**src/rtl/bus_arbiter_pkg.sv**
```systemverilog
`default_nettype none
// +--------------------------------------------------------------------+
// | Package  : common                                                  |
// | Purpose  : ibus/dbus request/response types and arbiter FSM state  |
// | Revision : 1.0  initial release                                    |
// +--------------------------------------------------------------------+
package common;

  typedef struct packed {
    logic        valid;
    logic [63:0] addr;
  } ibus_req_t;

  typedef struct packed {
    logic        addr_ok;
    logic        data_ok;
    logic [31:0] data;
  } ibus_resp_t;

  typedef struct packed {
    logic        valid;
    logic [63:0] addr;
    logic [2:0]  size;
    logic [7:0]  strobe;
    logic [63:0] data;
  } dbus_req_t;

  typedef struct packed {
    logic        addr_ok;
    logic        data_ok;
    logic [63:0] data;
  } dbus_resp_t;

  typedef enum logic [2:0] {
    IDLE    = 3'd0,
    GRANT_I = 3'd1,
    GRANT_D = 3'd2,
    RESP_I  = 3'd3,
    RESP_D  = 3'd4
  } arb_state_t;

  localparam logic [63:0] c_err_data  = 64'hDEAD_BEEF_DEAD_BEEF;
  localparam logic [2:0]  c_ibus_size = 3'b010;

  // An instruction fetch returns the 32-bit half selected by address bit 2.
  function automatic logic [31:0] ibus_word(input logic [63:0] beat, input logic sel_hi);
    return sel_hi ? beat[63:32] : beat[31:0];
  endfunction

endpackage
`default_nettype wire

```
**src/rtl/bus_arbiter_pick.sv**
```systemverilog
`default_nettype none
// +--------------------------------------------------------------------+
// | Module   : arb_pick                                                |
// | Purpose  : ibus/dbus winner selection with last-winner memory      |
// | Revision : 1.0  initial release                                    |
// +--------------------------------------------------------------------+
module arb_pick #(
  parameter int ROUND_ROBIN = 0
) (
  input  logic clk,
  input  logic rst,
  input  logic grant_en,
  input  logic ivalid,
  input  logic dvalid,
  output logic pick_i,
  output logic pick_d
);

  logic r_last_d;

  always_comb begin
    pick_i = 1'b0;
    pick_d = 1'b0;
    if (grant_en) begin
      if (ivalid && dvalid) begin
        if ((ROUND_ROBIN != 0) && r_last_d) pick_i = 1'b1;
        else                                pick_d = 1'b1;
      end else if (dvalid) begin
        pick_d = 1'b1;
      end else if (ivalid) begin
        pick_i = 1'b1;
      end
    end
  end

  // Resets to "ibus won last" so dbus takes the first contested grant.
  always_ff @(posedge clk or negedge rst) begin
    if (!rst)        r_last_d <= 1'b0;
    else if (pick_d) r_last_d <= 1'b1;
    else if (pick_i) r_last_d <= 1'b0;
  end

endmodule
`default_nettype wire

```
**src/rtl/bus_arbiter.sv**
```systemverilog
`default_nettype none
// +--------------------------------------------------------------------+
// | Module   : bus_arbiter                                             |
// | Purpose  : single-outstanding ibus/dbus to memory arbiter          |
// | Revision : 1.0  initial release                                    |
// +--------------------------------------------------------------------+
module bus_arbiter
  import common::*;
#(
  parameter int ROUND_ROBIN = 0,
  parameter int MAX_WAIT    = 255
) (
  input  logic        clk,
  input  logic        rst,
  input  ibus_req_t   ireq,
  output ibus_resp_t  iresp,
  input  dbus_req_t   dreq,
  output dbus_resp_t  dresp,
  output logic        mreq_valid,
  output logic        mreq_write,
  output logic [2:0]  mreq_size,
  output logic [63:0] mreq_addr,
  output logic [7:0]  mreq_strobe,
  output logic [63:0] mreq_data,
  input  logic        mresp_ready,
  input  logic [63:0] mresp_data
);

  localparam int WAIT_W = ($clog2(MAX_WAIT + 1) > 8) ? $clog2(MAX_WAIT + 1) : 8;
  localparam logic [WAIT_W-1:0] c_wait_last = WAIT_W'(MAX_WAIT - 1);

  arb_state_t        r_state;
  logic [63:0]       r_addr;
  logic [2:0]        r_size;
  logic [7:0]        r_strobe;
  logic [63:0]       r_wdata;
  logic              r_write;
  logic [WAIT_W-1:0] r_cnt;
  logic              r_err;
  logic              r_i_data_ok;
  logic [31:0]       r_i_data;
  logic              r_d_data_ok;
  logic [63:0]       r_d_data;

  logic              w_grant_en;
  logic              w_pick_i;
  logic              w_pick_d;
  logic              w_done;
  logic [63:0]       w_beat;

  // Reset gates the grant so addr_ok stays low even with requests held.
  assign w_grant_en = (r_state == IDLE) && rst;
  assign w_done     = mresp_ready || (r_cnt == c_wait_last);
  assign w_beat     = mresp_ready ? mresp_data : c_err_data;

  arb_pick #(
    .ROUND_ROBIN (ROUND_ROBIN)
  ) u_pick (
    .clk      (clk),
    .rst      (rst),
    .grant_en (w_grant_en),
    .ivalid   (ireq.valid),
    .dvalid   (dreq.valid),
    .pick_i   (w_pick_i),
    .pick_d   (w_pick_d)
  );

  always_ff @(posedge clk or negedge rst) begin
    if (!rst) begin
      r_state     <= IDLE;
      r_addr      <= '0;
      r_size      <= '0;
      r_strobe    <= '0;
      r_wdata     <= '0;
      r_write     <= 1'b0;
      r_cnt       <= '0;
      r_err       <= 1'b0;
      r_i_data_ok <= 1'b0;
      r_i_data    <= '0;
      r_d_data_ok <= 1'b0;
      r_d_data    <= '0;
    end else begin
      r_i_data_ok <= 1'b0;
      r_d_data_ok <= 1'b0;
      case (r_state)
        IDLE: begin
          r_cnt <= '0;
          if (w_pick_d) begin
            r_addr   <= dreq.addr;
            r_size   <= dreq.size;
            r_strobe <= dreq.strobe;
            r_wdata  <= dreq.data;
            r_write  <= |dreq.strobe;
            r_state  <= GRANT_D;
          end else if (w_pick_i) begin
            r_addr   <= ireq.addr & ~64'h3;
            r_size   <= c_ibus_size;
            r_strobe <= '0;
            r_wdata  <= '0;
            r_write  <= 1'b0;
            r_state  <= GRANT_I;
          end
        end
        GRANT_I, GRANT_D: begin
          if (w_done) begin
            r_err <= r_err | ~mresp_ready;
            if (r_state == GRANT_I) begin
              r_i_data_ok <= 1'b1;
              r_i_data    <= ibus_word(w_beat, r_addr[2]);
              r_state     <= RESP_I;
            end else begin
              r_d_data_ok <= 1'b1;
              r_d_data    <= (r_write && mresp_ready) ? 64'h0 : w_beat;
              r_state     <= RESP_D;
            end
          end else begin
            r_cnt <= r_cnt + WAIT_W'(1);
          end
        end
        RESP_I, RESP_D: begin
          r_i_data <= '0;
          r_d_data <= '0;
          r_state  <= IDLE;
        end
        default: r_state <= IDLE;
      endcase
    end
  end

  assign iresp.addr_ok = w_pick_i;
  assign iresp.data_ok = r_i_data_ok;
  assign iresp.data    = r_i_data;
  assign dresp.addr_ok = w_pick_d;
  assign dresp.data_ok = r_d_data_ok;
  assign dresp.data    = r_d_data;

  assign mreq_valid  = (r_state == GRANT_I) || (r_state == GRANT_D);
  assign mreq_write  = r_write;
  assign mreq_size   = r_size;
  assign mreq_addr   = r_addr;
  assign mreq_strobe = r_strobe;
  assign mreq_data   = r_wdata;

endmodule
`default_nettype wire

```
**config.mk**
```make
export PLATFORM = sky130hd
export DESIGN_NAME = bus_arbiter
export DESIGN_NICKNAME = d
export VERILOG_FILES = /design/src/rtl/bus_arbiter_pkg.sv /design/src/rtl/bus_arbiter_pick.sv /design/src/rtl/bus_arbiter.sv
export SDC_FILE = /design/constraint.sdc
export NUM_CORES = 1
export LEC_CHECK = 0
export BUFFER_PORTS_ARGS = -buffer_cell sky130_fd_sc_hd__buf_2
export CORE_AREA = 5 5 198 200
export DETAILED_ROUTE_END_ITERATION = 8
export DIE_AREA = 0 0 203 205
export PLACE_DENSITY = 0.56
export SYNTH_ARGS = -nofsm -noshare
export SYNTH_HDL_FRONTEND = slang
export SYNTH_SLANG_ARGS = --single-unit
```
**constraint.sdc**
```tcl
create_clock -name clk -period 2.5 [get_ports clk]
set_input_delay 0 -clock clk [delete_from_list [all_inputs] [get_ports clk]]
set_output_delay 0 -clock clk [all_outputs]
set_load 0.01 [all_outputs]
```
==> flow_summary.toml, run 1 <==
[sta]
relSlewSlack = 0.329
fmax_ghz = 0.417
fin_crit_ns = 2.40
period_share = 0.959
whs_ns = 0.0380
finalSetupViolations = 0
worst_slew_pin_slew_ns = 1.01
finalHoldViolCount = 0
skew_ns = 0.0180
finalMaxSlewViolations = 0

[setup_path]
crit_fanout = 63
cp.arrival_ns = 2.90
reg2reg_depth = 7
rrSetupSlack_ns = 0.10
start_kind = "register"
required_ns = 3.00
end_kind = "register"
critPathKind = "register to register"

[yosys]
ys_ff_latch = 249
synth_area_um2 = 10600
syn_area_per_cell_um2 = 10.8
ys.flop_type = "dfrtp_1"
synthArstFlopShare = 1.00
synth.net_count = 1253
yosys-top-cells-area = "dfrtp_1 (59%), a22o_1 (14%), a21oi_1 (5.6%)"
synth_edf_count = 0
synth_cell_types = 44
netlist_instances = 979
yosysTopAreaCell = "dfrtp_1"
synth.top_cell.area_share = 0.590
ys_warn_count = 0
seq_area_frac_synth = 0.590

[final_layout]
drive_above_1_share = 0.341
post-route-cell-area_um2 = 17700
area_growth_pct = 67.8
fillers = 3373
final_net_count = 2041

[grt]
grt_first_pass_wirelength_um = 67500
first_global_vias = 11900
grt_max_degree = 136
grtUsageTotal = 0.203
grt_overflow = 0
grt_antenna_before_repair = 4

[placement]
routabilityCongestion = 0.872
place.port_buffers = 510
placed_area_um2 = 13700
dp_hpwl_um = 30300

[drt]
viasPerCell = 4.98
vias = 11300
detail_route.first_pass.iterations = 5
first_iter_violations = 651
routed_wl_um = 45500
wl_per_cell_um = 20.1
drc = 0
ant_nets = 0

[clocking]
cts_max_path_buffers = 3
clk_pin_slew_ns = 0.07
h-tree-depth = 1
numCtsBuffers = 29
clock-sinks = 249
worstSkewPairLatency_ns = 0.57
clockRootBuffer = "clkbuf_16"
cts_tree = "done"

[floorplan]
start_util = 0.284
die_h_um = 205
die_area_um2 = 41600
num_rows = 71
ios = 513
core_um2 = 37200
die_w_um = 203

[pwr]
irDropWorstVdd_uv = 735
p_per_area_nw_per_um2 = 1130
p_leak_nw = 8.99

[job]
cap_violations = 0

[run_status]
status = "complete, no violations"

[worst_hold_path]
holdPathStages = 4
hold_class = "input pin to register"
## path summary, 6_finish.rpt
check                                        startpoint                        end
worst max-delay path             r_state[2]$_DFFE_PN0P_  mreq_addr[44]$_DFFE_PN0P_
worst min-delay path                     mresp_data[30]   r_d_data[30]$_DFFE_PN0P_
worst max register to register   r_state[2]$_DFFE_PN0P_  mreq_addr[44]$_DFFE_PN0P_
worst min register to register  r_i_data[8]$_DFFE_PN0P_    r_i_data[8]$_DFFE_PN0P_
max in group asynchronous                           rst   mreq_addr[2]$_DFFE_PN0P_
min in group asynchronous                           rst   r_d_data[39]$_DFFE_PN0P_
## routing by layer
| layer | vias to the layer above | track usage | wire length, µm |
|---|---|---|---|
| met3 | 108 | 0.0402 | 3370 |
| li1 | 5098 | - | - |
| met2 | 560 | 0.354 | 22400 |
| met1 | 5525 | 0.243 | 17600 |
| met5 | - | 0 | 0 |
| met4 | 0 | 0.0946 | 2120 |
## registers in the layout (all words and copies together), names as in the netlist, 3 cells and up
register and count:
r_cnt 8, mreq_data 64, mreq_addr 64, r_state 3, r_i_data 32, r_d_data 64
mreq_size 3, mreq_strobe 8
## layout by cell type, fill, tap and decap left out, types with 3 or more instances in the layout
| cell type | netlist | final |
|---|---|---|
| dlygate4sd3_1 | 0 | 292 |
| inv_1 | 53 | 53 |
| buf_4 | 8 | 27 |
| clkinv_2 | 0 | 3 |
| nor2_1 | 67 | 67 |
| nor4_1 | 5 | 5 |
| a22o_1 | 165 | 165 |
| buf_2 | 36 | 509 |
| o21ai_0 | 49 | 49 |
| clkbuf_1 | 36 | 8 |
| and2_1 | 3 | 3 |
| a221o_1 | 3 | 3 |
| a31oi_1 | 3 | 3 |
| dfrtp_1 | 249 | 247 |
| a21oi_1 | 119 | 119 |
| nand3_1 | 7 | 7 |
| clkbuf_8 | 0 | 6 |
| o211ai_1 | 26 | 26 |
| mux2i_1 | 10 | 10 |
| buf_6 | 5 | 3 |
| clkbuf_16 | 0 | 30 |
| nand2_1 | 97 | 97 |
| buf_12 | 0 | 8 |
| o2bb2ai_1 | 8 | 8 |
| bufinv_16 | 0 | 4 |
| diode_2 | 0 | 3 |
## metrics by stage
stage | util | total power [W] | TNS [ns] | setup slack (ns) | std cells
floorplan | - | 0.0107 | 0 | 0.753 | 979
global route | 0.476 | 0.0211 | -0.00846 | -0.00846 | 2267
finish | 0.476 | 0.0200 | 0 | 0.103 | 2267
detailed placement | 0.368 | 0.0143 | 0 | 0.464 | 1913
CTS | 0.474 | 0.0200 | 0 | 0.0181 | 2259
global placement | 0.368 | 0.0142 | 0 | 0.509 | 1913
## synthesized netlist by cell type, types with 5 or more instances
| cell | n |
|---|---|
| dfrtp_1 | 249 |
| a22o_1 | 165 |
| a21oi_1 | 119 |
| nand2_1 | 97 |
| nor2_1 | 67 |
| inv_1 | 53 |
| o21ai_0 | 49 |
| buf_2 | 36 |
| clkbuf_1 | 36 |
| o211ai_1 | 26 |
| mux2i_1 | 10 |
| buf_4 | 8 |
| o2bb2ai_1 | 8 |
| nand3_1 | 7 |
| buf_6 | 5 |
| nor4_1 | 5 |
## critical path: stages (launching register included)
cell	delay [ns]
dfrtp_1	0.47
nor4b_4	0.07
buf_4	0.16
nand2_2	0.13
buf_6	0.43
nand2_1	0.23
a31oi_1	0.21
dlygate4sd3_1	0.58
## area by class of cell
class	count	area (µm²)	area share
Antenna cell	3	7.51	0.000424
Tap cell	474	593	0.0335
Multi-Input combinational cell	592	3750	0.212
Clock buffer	43	838	0.0473
Timing Repair Buffer	841	5910	0.333
Clock inverter	11	181	0.0102
Inverter	54	210	0.0119
Sequential cell	249	6230	0.352
## report_power, final
part	internal (W)	leakage, nW	switching (W)
Combinational	0.00411	5.39	0.00455
Sequential	0.00569	3.10	0.00110
Clock	0.00275	0.501	0.00176
## kinds of logic after synthesis
group | synth area share
adder cells (fa/ha/maj) | 0.00237
AND/OR/NAND/NOR | 0.0786
XOR/XNOR | 0.00166
flip-flops | 0.590
multiplexers | 0.0105
buffers and inverters | 0.0601
AO/OA/AOI/OAI | 0.257
## repair_timing
item | CTS | global route
endpoints found under the setup margin | 0 | 48
buffers inserted | 0 | 2
hold endpoints to repair | 353 | 0
gates resized for setup | 0 | 6
hold buffers | 292 | 0
Power figures use the tool's default switching activity.
==> inputs of run 2 (changes only) <==
Settings changed: ABC_AREA set to 1, CORE_AREA 5 5 198 200 to 5 5 196 198, DIE_AREA 0 0 203 205 to 0 0 201 203, PLACE_DENSITY 0.56 to 0.62.
==> flow_summary.toml, run 2 <==
[yosys]
yosys.area_share.simple = 0.371
synth-xor-area-share = 0.00212
synth.top_cell.area_share = 0.503
syn_area_per_cell_um2 = 7.29
synthArstFlopShare = 1.00
ys.flop_type = "dfrtp_1"
synth-compound-area-share = 0.0465
ys_warn_count = 0
synthAdderAreaFrac = 0.00202
synth_top_family_by_area = "simple AND/OR/NAND/NOR gates"
seq_area_frac_synth = 0.503
synth_cell_types = 25
yosysMostFrequentCell = "nand2_1"
yosysTopAreaCell = "dfrtp_1"
synth.net_count = 1975
synth_area_um2 = 12400
ys_top_cells_by_count = "nand2_1 (652), nand3_1 (276), dfrtp_1 (249)"
yosys-top-cells-area = "dfrtp_1 (50%), nand2_1 (20%), nand3_1 (11%)"
synthMuxAreaShare = 0
netlist_instances = 1701
synth_edf_count = 0
ys_ff_latch = 249

[floorplan]
die_h_um = 203
ios = 513
die_area_um2 = 40800
die_w_um = 201
core_um2 = 36300
num_rows = 70
start_util = 0.341

[final_layout]
final_common_cell = "nand2_1"
area_growth_pct = 53.6
post-route-cell-area_um2 = 19000
drive_above_1_share = 0.253
finish.utilization = 0.524
final_cell_mix = "nand2_1 (651), buf_2 (509), nand3_1 (275)"
final_net_count = 2688

[clocking]
cts_setup_buffers = 0
clock-sinks = 249
h-tree-depth = 1
cts_tree = "done"
worstSkewPairLatency_ns = 0.56
numCtsBuffers = 29
cts_max_path_buffers = 3
clockRootBuffer = "clkbuf_16"
clk_pin_slew_ns = 0.06

[drt]
drc = 0
viasPerCell = 4.87
detail_route.first_pass.iterations = 5
wl_per_cell_um = 17.7
routed_wl_um = 51400
vias = 14100
ant_nets = 0
first_iter_violations = 896

[setup_path]
crit_cells = 8
max_stage_delay_ns = 0.59
end_kind = "register"
path_cells = "nor2_4 > nand4_1 > buf_12 > buf_16 > or2_2 > nand3_1 > dlygate4sd3_1 > nand2_1"
cpLargestDelayFamily = "buffers and inverters"
cp.arrival_ns = 2.82
crit_buf_inv = 3
start_kind = "register"
crit_fanout = 65
crit_slowest_cell = "dlygate4sd3_1"
required_ns = 2.92
reg2reg_depth = 8
critPathKind = "register to register"

[sta]
finalMaxSlewViolations = 0
timing.final.ws_setup_ns = 0.105
fin_crit_ns = 2.39
finalHoldViolCount = 0
fmax_ghz = 0.418
worst_slew_pin_slew_ns = 0.879
period_share = 0.958
relSlewSlack = 0.414
skew_ns = 0.0276
finalSetupViolations = 0

[grt]
grt_antenna_before_repair = 5
grt_overflow = 0
grtUsageTotal = 0.240
grt_max_degree = 139
grt_first_pass_wirelength_um = 79600
first_global_vias = 14200

[run_status]
status = "complete, no violations"

[placement]
routabilityCongestion = 0.845
dp_hpwl_um = 34300
dpl_worst_slack_ns = 0.425
place.port_buffers = 510
placed_area_um2 = 15400

[pwr]
irDropWorstVdd_uv = 630
p_per_area_nw_per_um2 = 1140
p_leak_nw = 10.7
total_power_w = 0.0218

[worst_hold_path]
holdPathStages = 5
hold_class = "input pin to register"

[job]
cap_violations = 0
## run 2: cell families (layout without fill, tap and decap cells)
group                      count (synthesis)  after routing
adders and majority gates                  2              2
xor gates and xnor gates                   3              3
DFF                                      249            249
buffers and inverters                    219            948
AOI/OAI and AO/OA                        114            114
other                                      0              6
and+or+nand+nor                         1114           1114
## run 2: path summary, 6_finish.rpt
path,slack [ns],end,startpoint
setup / recovery,0.11,mreq_addr[5]$_DFFE_PN0P_,r_state[0]$_DFFE_PN0P_
hold / removal,0.04,mreq_addr[53]$_DFFE_PN0P_,dreq[128]
setup reg to reg,0.11,mreq_addr[5]$_DFFE_PN0P_,r_state[0]$_DFFE_PN0P_
hold reg to reg,0.47,r_i_data[27]$_DFFE_PN0P_,r_i_data[27]$_DFFE_PN0P_
max in group asynchronous,1.06,mreq_addr[50]$_DFFE_PN0P_,rst
min in group asynchronous,0.13,r_i_data[0]$_DFFE_PN0P_,rst
## run 2: final cells by class
| class | count | area, µm² |
|---|---|---|
| Fill cell | 3318 | 17300 |
| Sequential cell | 249 | 6230 |
| Timing Repair Buffer | 812 | 5710 |
| Multi-Input combinational cell | 1233 | 5290 |
| Clock buffer | 42 | 855 |
| Tap cell | 468 | 586 |
| Inverter | 89 | 334 |
| Clock inverter | 5 | 33.8 |
| Antenna cell | 6 | 15.0 |
## run 2: timing repair
action,CTS,global route
setup endpoints to repair,0,16
resized for setup,0,4
hold buffers,268,0
endpoints found under the hold margin,432,0
## run 2: per-layer routing
metal | share of wire | track usage | routed length (µm)
met5 | 0.00018 | 0 | 9
met4 | 0.055 | 0.117 | 2820
met3 | 0.067 | 0.0458 | 3430
met2 | 0.49 | 0.419 | 25400
met1 | 0.38 | 0.286 | 19800
## run 2: worst reg2reg max path: stages (launching register included)
cell and delay, ns:
dfrtp_1 0.45, nor2_4 0.16, nand4_1 0.14, buf_12 0.21, buf_16 0.23, or2_2 0.34
nand3_1 0.06, dlygate4sd3_1 0.59, nand2_1 0.08
## run 2: per-stage QoR
step           std cells  setup TNS, ns  hold WS, ns
2_1_floorplan       1701              0       -0.296
3_3_place_gp        2581              0       -0.202
3_5_place_dp        2581              0       -0.201
4_1_cts             2896              0      0.00974
5_1_grt             2902      -0.000335       0.0176
6_report            2904              0       0.0422
## run 2: power by group
part,total (W),switching (W),internal [W]
Combinational,0.0108,0.00687,0.00398
Sequential,0.00691,0.00101,0.00590
Clock,0.00401,0.00167,0.00234
Total,0.0218,0.00955,0.0122
==> inputs of run 3 (changes only) <==
Settings changed: CORE_AREA 5 5 196 198 to unset, CORE_ASPECT_RATIO set to 0.8, CORE_MARGIN set to 5, CORE_UTILIZATION set to 35, DIE_AREA 0 0 201 203 to unset, PLACE_DENSITY 0.62 to 0.63.
Clock period 2.5 ns to 3.05 ns, I/O delays scaled along.
==> flow_summary.toml, run 3 (same netlist as run 2, synthesis figures left out) <==
[run_status]
status = "complete, no violations"

[final_layout]
fillers = 3183
post-route-cell-area_um2 = 18800
drive_above_1_share = 0.249
area_growth_pct = 51.8
final_common_cell = "nand2_1"
final_net_count = 2673
final_cell_mix = "nand2_1 (651), buf_2 (509), nand3_1 (275)"

[sta]
fmax_ghz = 0.364
finalMaxSlewViolations = 0
period_share = 0.900
timing.final.ws_setup_ns = 0.305
skew_ns = 0.00925
worst_slew_pin_slew_ns = 1.09
relSlewSlack = 0.275
tns_ns = 0
finalHoldViolCount = 0
rsz0062_at_grt = "no"
fin_crit_ns = 2.74
finalSetupViolations = 0

[drt]
wl_per_cell_um = 17.9
vias = 14300
drc = 0
first_iter_violations = 1379
viasPerCell = 4.94
routed_wl_um = 51900
detail_route.first_pass.iterations = 7
ant_nets = 0

[clocking]
cts_resized = 0
cts_setup_buffers = 0
clk_pin_slew_ns = 0.06
numCtsBuffers = 29
clock-sinks = 249
hold_buffers = 268
clockRootBuffer = "clkbuf_16"
cts_tree = "done"
cts_max_path_buffers = 3
worstSkewPairLatency_ns = 0.55
h-tree-depth = 1

[floorplan]
ios = 513
core_um2 = 34900
num_rows = 61
die_w_um = 220
die_area_um2 = 39300
die_h_um = 178
start_util = 0.355

[setup_path]
rr_startpoint = "r_state[1]$_DFFE_PN0P_"
crit_fanout = 102
crit_buf_inv = 4
path_cells = "inv_2 > nand4_1 > buf_4 > buf_4 > nand2_1 > o21ai_0 > dlygate4sd3_1 > nand2_1 > nand2_1"
end_kind = "register"
cp.arrival_ns = 3.23
start_kind = "register"
required_ns = 3.54
max_stage_delay_ns = 0.69
crit_start = "r_state[1]$_DFFE_PN0P_"
critPathKind = "register to register"
cpMostUsedCell = "nand2_1"
crit_slowest_cell = "buf_4"
cpLargestDelayFamily = "buffers and inverters"

[grt]
grt_overflow = 0
grt_max_degree = 179
grt_util_met2 = 0.431
grtUsageTotal = 0.252
first_global_vias = 13900
use_met1 = 0.310
grt_antenna_before_repair = 7
use_met3 = 0.0494
grt.busiest_layer = "met2"
grt_first_pass_wirelength_um = 78500

[placement]
placed_area_um2 = 15200
routabilityCongestion = 0.863
dpl_worst_slack_ns = 0.963
dp_hpwl_um = 34200
place.port_buffers = 510

[pwr]
sw_frac_of_total = 0.440
total_power_w = 0.0176
irDropWorstVdd_uv = 552
p_switching_w = 0.00775
p_leak_nw = 10.6
pwr-share-seq = 0.321
power.share.clock = 0.191
p_int_w = 0.00987
p_per_area_nw_per_um2 = 936
combPwrFrac = 0.487

[job]
cap_violations = 0

[worst_hold_path]
hold_class = "input pin to asynchronous set/reset pin"
run 3: worst reg2reg max path: cells and delay by family, from the launching register on:
kind	cells	cell delay, ns
compound gates	1	0.15
flops	1	0.44
simple gates	4	0.53
buf+inv	4	1.55
run 3: path summary, 6_finish.rpt:
kind,to,slack [ns],cells after the start
setup / recovery,mreq_addr[33]$_DFFE_PN0P_,0.31,9
hold / removal,r_d_data[18]$_DFFE_PN0P_,0.02,2
setup reg to reg,mreq_addr[33]$_DFFE_PN0P_,0.31,9
hold reg to reg,r_d_data[6]$_DFFE_PN0P_,0.47,2
max in group asynchronous,mreq_data[55]$_DFFE_PN0P_,1.56,3
min in group clk,r_d_data[40]$_DFFE_PN0P_,0.15,6
run 3: cell type report:
cell class	count	area, µm²	share of cell area
antenna	5	12.5	0.000665
clock buffer	45	876	0.0465
clock inverter	7	46.3	0.00246
inverter	89	337	0.0179
multi-input combinational	1233	5270	0.280
sequential	249	6230	0.331
tap	472	591	0.0314
timing repair buffer	797	5460	0.290
run 3: power groups by stage:
stage                     clock [W]  combinational, W  sequential (W)
after floorplan                   0           0.00422         0.00631
after detailed placement          0           0.00818         0.00566
final                       0.00337           0.00859         0.00566
after global routing        0.00362           0.00949         0.00583
after CTS                   0.00347           0.00861         0.00563
after global placement            0           0.00806         0.00563
run 3: layer usage:
layer	wire (µm)	vias to the layer above	part of all wire
met5	13	-	0.00025
met4	2660	2	0.051
li1	-	6747	-
met2	25100	729	0.48
met1	20000	6681	0.39
met3	4120	146	0.079
run 3: through the flow:
stage	std cells	hold slack, ns	utilization
after floorplan	1701	-0.296	-
after global placement	2572	0.0106	0.436
after detailed placement	2572	0.0147	0.436
after CTS	2892	0.00770	0.539
after global routing	2897	0.0435	0.540
final	2897	0.0222	0.540
